**src/rtl/clkdiv_pkg.sv**
```systemverilog
// Shared definitions for the 4-way clock divider and its receive-side detector.
package clkdiv_pkg;

    localparam int NUM_SEL = 4;

    // Select codes, one per divide ratio
    localparam logic [1:0] SEL_DIV256 = 2'b00;
    localparam logic [1:0] SEL_DIV128 = 2'b01;
    localparam logic [1:0] SEL_DIV64  = 2'b10;
    localparam logic [1:0] SEL_DIV32  = 2'b11;

    typedef enum logic [1:0] {
        ST_SEARCH  = 2'd0,
        ST_MEASURE = 2'd1,
        ST_LOCKED  = 2'd2
    } det_state_e;

    // Result of classifying one measured period
    typedef struct packed {
        logic       hit;
        logic [1:0] sel;
    } class_t;

    // Nominal divided-clock period in clk_i cycles for a select code
    function automatic int unsigned nom_period(input logic [1:0] sel);
        case (sel)
            SEL_DIV256: return 256;
            SEL_DIV128: return 128;
            SEL_DIV64:  return 64;
            default:    return 32;
        endcase
    endfunction

    // Find the class whose nominal period lies within +/- tol of p
    function automatic class_t classify(input int unsigned p, input int unsigned tol);
        class_t r;
        r = '0;
        for (int s = 0; s < NUM_SEL; s++) begin
            int unsigned n;
            int unsigned d;
            n = nom_period(2'(s));
            d = (p >= n) ? (p - n) : (n - p);
            if (d <= tol) begin
                r.hit = 1'b1;
                r.sel = 2'(s);
            end
        end
        return r;
    endfunction

endpackage

```
**src/rtl/sync_rise.sv**
```systemverilog
// Two-flop synchronizer plus registered rising-edge pulse for an async input.
// The stages reset to 1 so a line that is already high when reset releases
// does not produce a false edge; a real rise needs a low level seen first.
module sync_rise (
    input  logic clk_i,
    input  logic rstn_i,
    input  logic d_i,
    output logic rise_o
);

    // sh_q[0..1] synchronize, sh_q[2] holds the previous synchronized level
    logic [2:0] sh_q;

    // Shift the input through the synchronizer and register the edge pulse
    always_ff @(posedge clk_i or negedge rstn_i) begin
        if (!rstn_i) begin
            sh_q   <= '1;
            rise_o <= 1'b0;
        end else begin
            sh_q   <= {sh_q[1:0], d_i};
            rise_o <= sh_q[1] & ~sh_q[2];
        end
    end

endmodule

```
**src/rtl/clkdiv_detect.sv**
```systemverilog
// Measures the period of an incoming divided clock in clk_i cycles, classifies
// it against the four divider ratios and reports the select code once stable.
module clkdiv_detect
    import clkdiv_pkg::*;
#(
    parameter int CNT_W    = 10,
    parameter int TOL      = 2,
    parameter int LOCK_CNT = 2,
    parameter int TIMEOUT  = 600
) (
    input  logic             clk_i,
    input  logic             rstn_i,
    input  logic             dclk_i,
    output logic [CNT_W-1:0] period_o,
    output logic             meas_vld_o,
    output logic [1:0]       sel_o,
    output logic             locked_o,
    output logic             err_o,
    output logic             timeout_o
);

    localparam int                MW      = $clog2(LOCK_CNT + 1);
    localparam logic [CNT_W-1:0]  CNT_MAX = '1;
    localparam logic [31:0]       TO_LIM  = TIMEOUT;
    localparam logic [MW-1:0]     LOCK_N  = MW'(LOCK_CNT);

    logic             rise;
    det_state_e       state_q;
    logic [CNT_W-1:0] cnt_q;      // cycles since the last accepted edge
    logic [1:0]       cand_q;
    logic [MW-1:0]    mcnt_q;
    logic             pend_q;     // edge swallowed by a timeout, replayed in SEARCH
    class_t           cls;
    logic [MW-1:0]    mcnt_nxt;

    sync_rise u_sync (
        .clk_i  (clk_i),
        .rstn_i (rstn_i),
        .d_i    (dclk_i),
        .rise_o (rise)
    );

    // Classify the running count and work out the match count if this edge matches
    always_comb begin
        cls      = classify(32'(cnt_q), TOL);
        mcnt_nxt = MW'(1);
        if (mcnt_q != '0 && cls.sel == cand_q) mcnt_nxt = mcnt_q + 1'b1;
    end

    // Period counter, detector state machine and registered outputs
    always_ff @(posedge clk_i or negedge rstn_i) begin
        if (!rstn_i) begin
            state_q    <= ST_SEARCH;
            cnt_q      <= '0;
            cand_q     <= '0;
            mcnt_q     <= '0;
            pend_q     <= 1'b0;
            period_o   <= '0;
            meas_vld_o <= 1'b0;
            sel_o      <= SEL_DIV256;
            locked_o   <= 1'b0;
            err_o      <= 1'b0;
            timeout_o  <= 1'b0;
        end else begin
            meas_vld_o <= 1'b0;
            err_o      <= 1'b0;
            timeout_o  <= 1'b0;
            pend_q     <= 1'b0;
            if (cnt_q != CNT_MAX) cnt_q <= cnt_q + 1'b1;

            case (state_q)
                ST_SEARCH: begin
                    // A replayed edge happened one cycle ago, so start at 2
                    if (rise || pend_q) begin
                        cnt_q   <= pend_q ? CNT_W'(2) : CNT_W'(1);
                        mcnt_q  <= '0;
                        state_q <= ST_MEASURE;
                    end
                end
                default: begin
                    if (32'(cnt_q) >= TO_LIM) begin
                        timeout_o <= 1'b1;
                        locked_o  <= 1'b0;
                        mcnt_q    <= '0;
                        pend_q    <= rise;
                        state_q   <= ST_SEARCH;
                    end else if (rise) begin
                        cnt_q      <= CNT_W'(1);
                        period_o   <= cnt_q;
                        meas_vld_o <= 1'b1;
                        if (!cls.hit) begin
                            err_o    <= 1'b1;
                            locked_o <= 1'b0;
                            mcnt_q   <= '0;
                            state_q  <= ST_MEASURE;
                        end else if (state_q == ST_LOCKED) begin
                            if (cls.sel != sel_o) begin
                                err_o    <= 1'b1;
                                locked_o <= 1'b0;
                                cand_q   <= cls.sel;
                                mcnt_q   <= MW'(1);
                                state_q  <= ST_MEASURE;
                            end
                        end else begin
                            cand_q <= cls.sel;
                            mcnt_q <= mcnt_nxt;
                            if (mcnt_nxt >= LOCK_N) begin
                                locked_o <= 1'b1;
                                sel_o    <= cls.sel;
                                state_q  <= ST_LOCKED;
                            end
                        end
                    end
                end
            endcase
        end
    end

endmodule

```
**config.mk**
```make
export PLATFORM = sky130hd
export DESIGN_NAME = clkdiv_detect
export DESIGN_NICKNAME = d
export VERILOG_FILES = /design/src/rtl/clkdiv_pkg.sv /design/src/rtl/sync_rise.sv /design/src/rtl/clkdiv_detect.sv
export SDC_FILE = /design/constraint.sdc
export NUM_CORES = 1
export LEC_CHECK = 0
export CORE_ASPECT_RATIO = 0.75
export CORE_MARGIN = 2
export CORE_UTILIZATION = 45
export DETAILED_ROUTE_END_ITERATION = 8
export MAX_ROUTING_LAYER = met4
export PLACE_DENSITY = 0.6
export SETUP_SLACK_MARGIN = 0.05
export SLEW_MARGIN = 20
export SYNTH_ARGS = -nofsm -noshare
export SYNTH_HDL_FRONTEND = slang
export SYNTH_HIERARCHICAL = 1
export SYNTH_SLANG_ARGS = --single-unit
```
**constraint.sdc**
```tcl
create_clock -name clk_i -period 8.9 [get_ports clk_i]
set_input_delay 0.89 -clock clk_i [delete_from_list [all_inputs] [get_ports clk_i]]
set_output_delay 0.89 -clock clk_i [all_outputs]
set_load 0.02 [all_outputs]
```
==> run summary <==
Register-to-Register Path Depth: 12
number of routed nets with antenna violations: 0
hold_ws: 357 ps
num ports: 19
Area growth syn-to-layout: 10.4%
Final min period: 4400 ps
share of the synthesized area in the top cell type: 0.289
RSZ-0062 raised after global routing: no
worst path arrival time: 4570 ps
f_max: 227 MHz
Worst Hold Class: reg2reg
count of final hold-check violations: 0
Mapped Nets: 346
initial DRC count: 167
critical path class: reg2reg
postcts setup bufs: 0
final period utilization: 0.494
first-pass GRT wire length: 11,900 microns
Yosys reg bits: 37
core area: 6320 sq um
Crit Reg-Reg Endpoint: sel_o[0]
RR Startpoint: cnt_q[7]
Max transition margin: 0.462
skew final: 3.95 ps
Num CTS Buffers: 5
vias in the first global route: 2,246
critical path launch point type: flop
static leakage: 1.44 nW
CTS Hold Buffers Added: 0
Avg Inst Size Synth: 9.28 sq um
Reg2Reg Setup Slack: 4500 ps
Netlist cell types: 71
post-cts repair resize count: 0
crit-path max cell delay: 570 ps
synthesized cell area: 2940 sq um
depth of the CTS H-tree: 2
Cell Count, Final, Fillers Out: 411
synth top area cells: dfrtp_1 29%, ha_1 11%, nand2_1 4.0%
Die Ht: 74.0 microns
final WL: 7150 microns
DR vias/cell: 5.96
Setup TNS Final: 0 ps
clock-pin slew on the worst setup and hold paths: 70 ps
synth warn: 6
First-pass DRT Iterations: 4
Setup violations, final: 0
clock sink total: 37
FILL cells: 603
ys flop type: dfrtp_1
Hold EP: u_sync/sh_q[1]
nets@finish: 358
via count: 2,448
pin count of the biggest net entering global routing: 38
Max Cap Viol: 0
hold path cells: 0
number of synthesized flops with an enable pin: 0
fraction of registers with async set/reset: 1.00
Critical Path Sink Type: flop
layout cell share with drive strength beyond 1: 0.109
dominant cell type by area after synthesis: dfrtp_1
Critical Path RT: 9070 ps
final worst setup slack: 4500 ps
GRT overflow: 0
crit-path cells: inv_1 > ha_1 > ha_1 > inv_1 > a211o_1 > a211o_1 > and4_1 > o2111ai_4 > and2_1 > mux2i_1 > nor3_2 > mux2_1
Placed Cells: 403
pre-CTS WS: 4630 ps
largest fanout on the critical path: 14
worst path bufs/invs: 2
Power per Cell Area: 155 nW/um^2
Peak VDD IR: 128 uV
Pins Over Slew Limit: 0
cell family with most CP delay: compound AO/OA/AOI/OAI gates
CTS root buf: clkbuf_8
WL/cell: 17.4 microns
die area: 7200 sq um
initial antenna violation count: 0
Post-DP HPWL: 5140 microns
port bufs: 18
clock latency on the worst-skew pair: 280 ps
Initial Util: 0.465
Post-route DRC: 0
Core Rows: 25
CTS tree: built
Syn Inst Count: 317
Clock Path Buffers: 2
GRT Total Usage: 0.213
Die Wd: 97.3 microns
hold path start: u_sync/sh_q[0]
Worst Tran Pin Value: 807 ps
status: finished, final reports clean
Ant. Diodes: 0
Final GP Congestion: 0.964
post-synthesis sequential area ratio: 0.316
Critical-path top delay cell: dfrtp_1
## worst register-to-register path, stage by stage, from the launching register on
cell and delay [ps]:
dfrtp_1 570, inv_1 350, ha_1 370, ha_1 420, inv_1 130, a211o_1 330
a211o_1 310, and4_1 220, o2111ai_4 330, and2_1 300, mux2i_1 460, nor3_2 140
mux2_1 330
## how the worst max path moves through the flow
stage             start        end  slack (ps)  cells after the start
6_report       cnt_q[7]   sel_o[0]        4500                     12
5_1_grt        cnt_q[7]  cand_q[0]        4230                     12
2_1_floorplan  cnt_q[7]  cand_q[0]        4970                     13
3_3_place_gp   cnt_q[7]   sel_o[0]        4710                     12
4_1_cts        cnt_q[7]  cand_q[0]        4590                     12
3_5_place_dp   cnt_q[7]  cand_q[1]        4630                     12
## power by group
group          switching (mW)  internal [mW]
logic                   0.101         0.0726
registers              0.0289          0.185
clock network          0.0603         0.0540
## layout by cell type, fill, tap and decap left out, types with 3 or more instances in the layout
cell | Yosys | final
dfrtp_1 | 34 | 34
nand2_1 | 31 | 31
ha_1 | 26 | 26
nor2_1 | 22 | 22
o21ai_0 | 20 | 20
inv_1 | 18 | 18
clkdlybuf4s50_1 | 0 | 17
xnor2_1 | 13 | 13
a21oi_1 | 9 | 9
and2_1 | 7 | 7
nand3_1 | 7 | 7
a31oi_1 | 7 | 7
nor2b_1 | 6 | 6
and3_1 | 6 | 6
a21o_1 | 5 | 5
clkbuf_8 | 0 | 5
xor2_1 | 4 | 4
nor3_1 | 4 | 4
mux2i_1 | 4 | 4
mux2_1 | 4 | 4
nand4_1 | 3 | 3
a211oi_1 | 3 | 3
nand2b_1 | 3 | 3
a41oi_1 | 3 | 3
o41ai_1 | 3 | 3
o21bai_1 | 3 | 3
o31ai_1 | 3 | 3
dfstp_2 | 3 | 3
## layer usage
| layer | wire (microns) | GRT usage |
|---|---|---|
| met1 | 3660 | 0.323 |
| met2 | 3020 | 0.305 |
| met3 | 417 | 0.0357 |
| met4 | 46 | 0.0324 |
| met5 | 0 | - |
## cell families (layout without fill, tap and decap cells)
group	count (synthesis)	after routing	share of synthesized area
and+or+nand+nor	114	114	0.220
AOI/OAI and AO/OA	80	80	0.213
DFF	37	37	0.316
buffers and inverters	31	44	0.0425
adders and majority gates	26	26	0.111
xor gates and xnor gates	19	19	0.0617
muxes	10	10	0.0366
## sequential cells by signal (all words and copies together), names as in the netlist
| signal | count |
|---|---|
| u_sync/sh_q | 3 |
| cand_q | 2 |
| period_o | 10 |
| cnt_q | 10 |
| meas_vld_o | 1 |
| state_q | 2 |
| timeout_o | 1 |
| pend_q | 1 |
| sel_o | 2 |
| locked_o | 1 |
| mcnt_q | 2 |
| u_sync/rise_o | 1 |
| err_o | 1 |
## layout make-up
| type | count | area, sq um | area share |
|---|---|---|---|
| timing repair buffer | 18 | 175 | 0.0540 |
| clock buffer | 5 | 68.8 | 0.0212 |
| multi-input combinational | 249 | 1890 | 0.581 |
| inverter | 18 | 67.6 | 0.0208 |
| sequential | 37 | 930 | 0.286 |
| tap | 81 | 101 | 0.0312 |
| clock inverter | 3 | 17.5 | 0.00540 |
## stage by stage
stage / power (mW) / util / cell area, sq um
6_report: 0.502 / 0.514 / 3250
5_1_grt: 0.532 / 0.514 / 3250
4_1_cts: 0.504 / 0.514 / 3250
3_5_place_dp: 0.387 / 0.500 / 3160
3_3_place_gp: 0.389 / 0.500 / 3160
2_1_floorplan: 0.336 / - / 2940
## cells in the mapped netlist, types with 2 or more instances
cell	instances
a2111oi_0	2
a211o_1	2
a211oi_1	3
a21o_1	5
a21oi_1	9
a31o_2	2
a31oi_1	7
a32oi_1	2
a41oi_1	3
and2_1	7
and3_1	6
and4_1	2
clkbuf_1	11
dfrtp_1	34
dfstp_2	3
ha_1	26
inv_1	18
mux2_1	4
mux2_2	2
mux2i_1	4
nand2_1	31
nand2b_1	3
nand3_1	7
nand4_1	3
nor2_1	22
nor2b_1	6
nor3_1	4
nor3b_1	2
nor4_1	2
o21ai_0	20
o21bai_1	3
o221a_2	2
o31ai_1	3
o41ai_1	3
or4_4	2
xnor2_1	13
xor2_1	4
xor2_2	2
No activity file was read; power rests on OpenSTA's default activity.
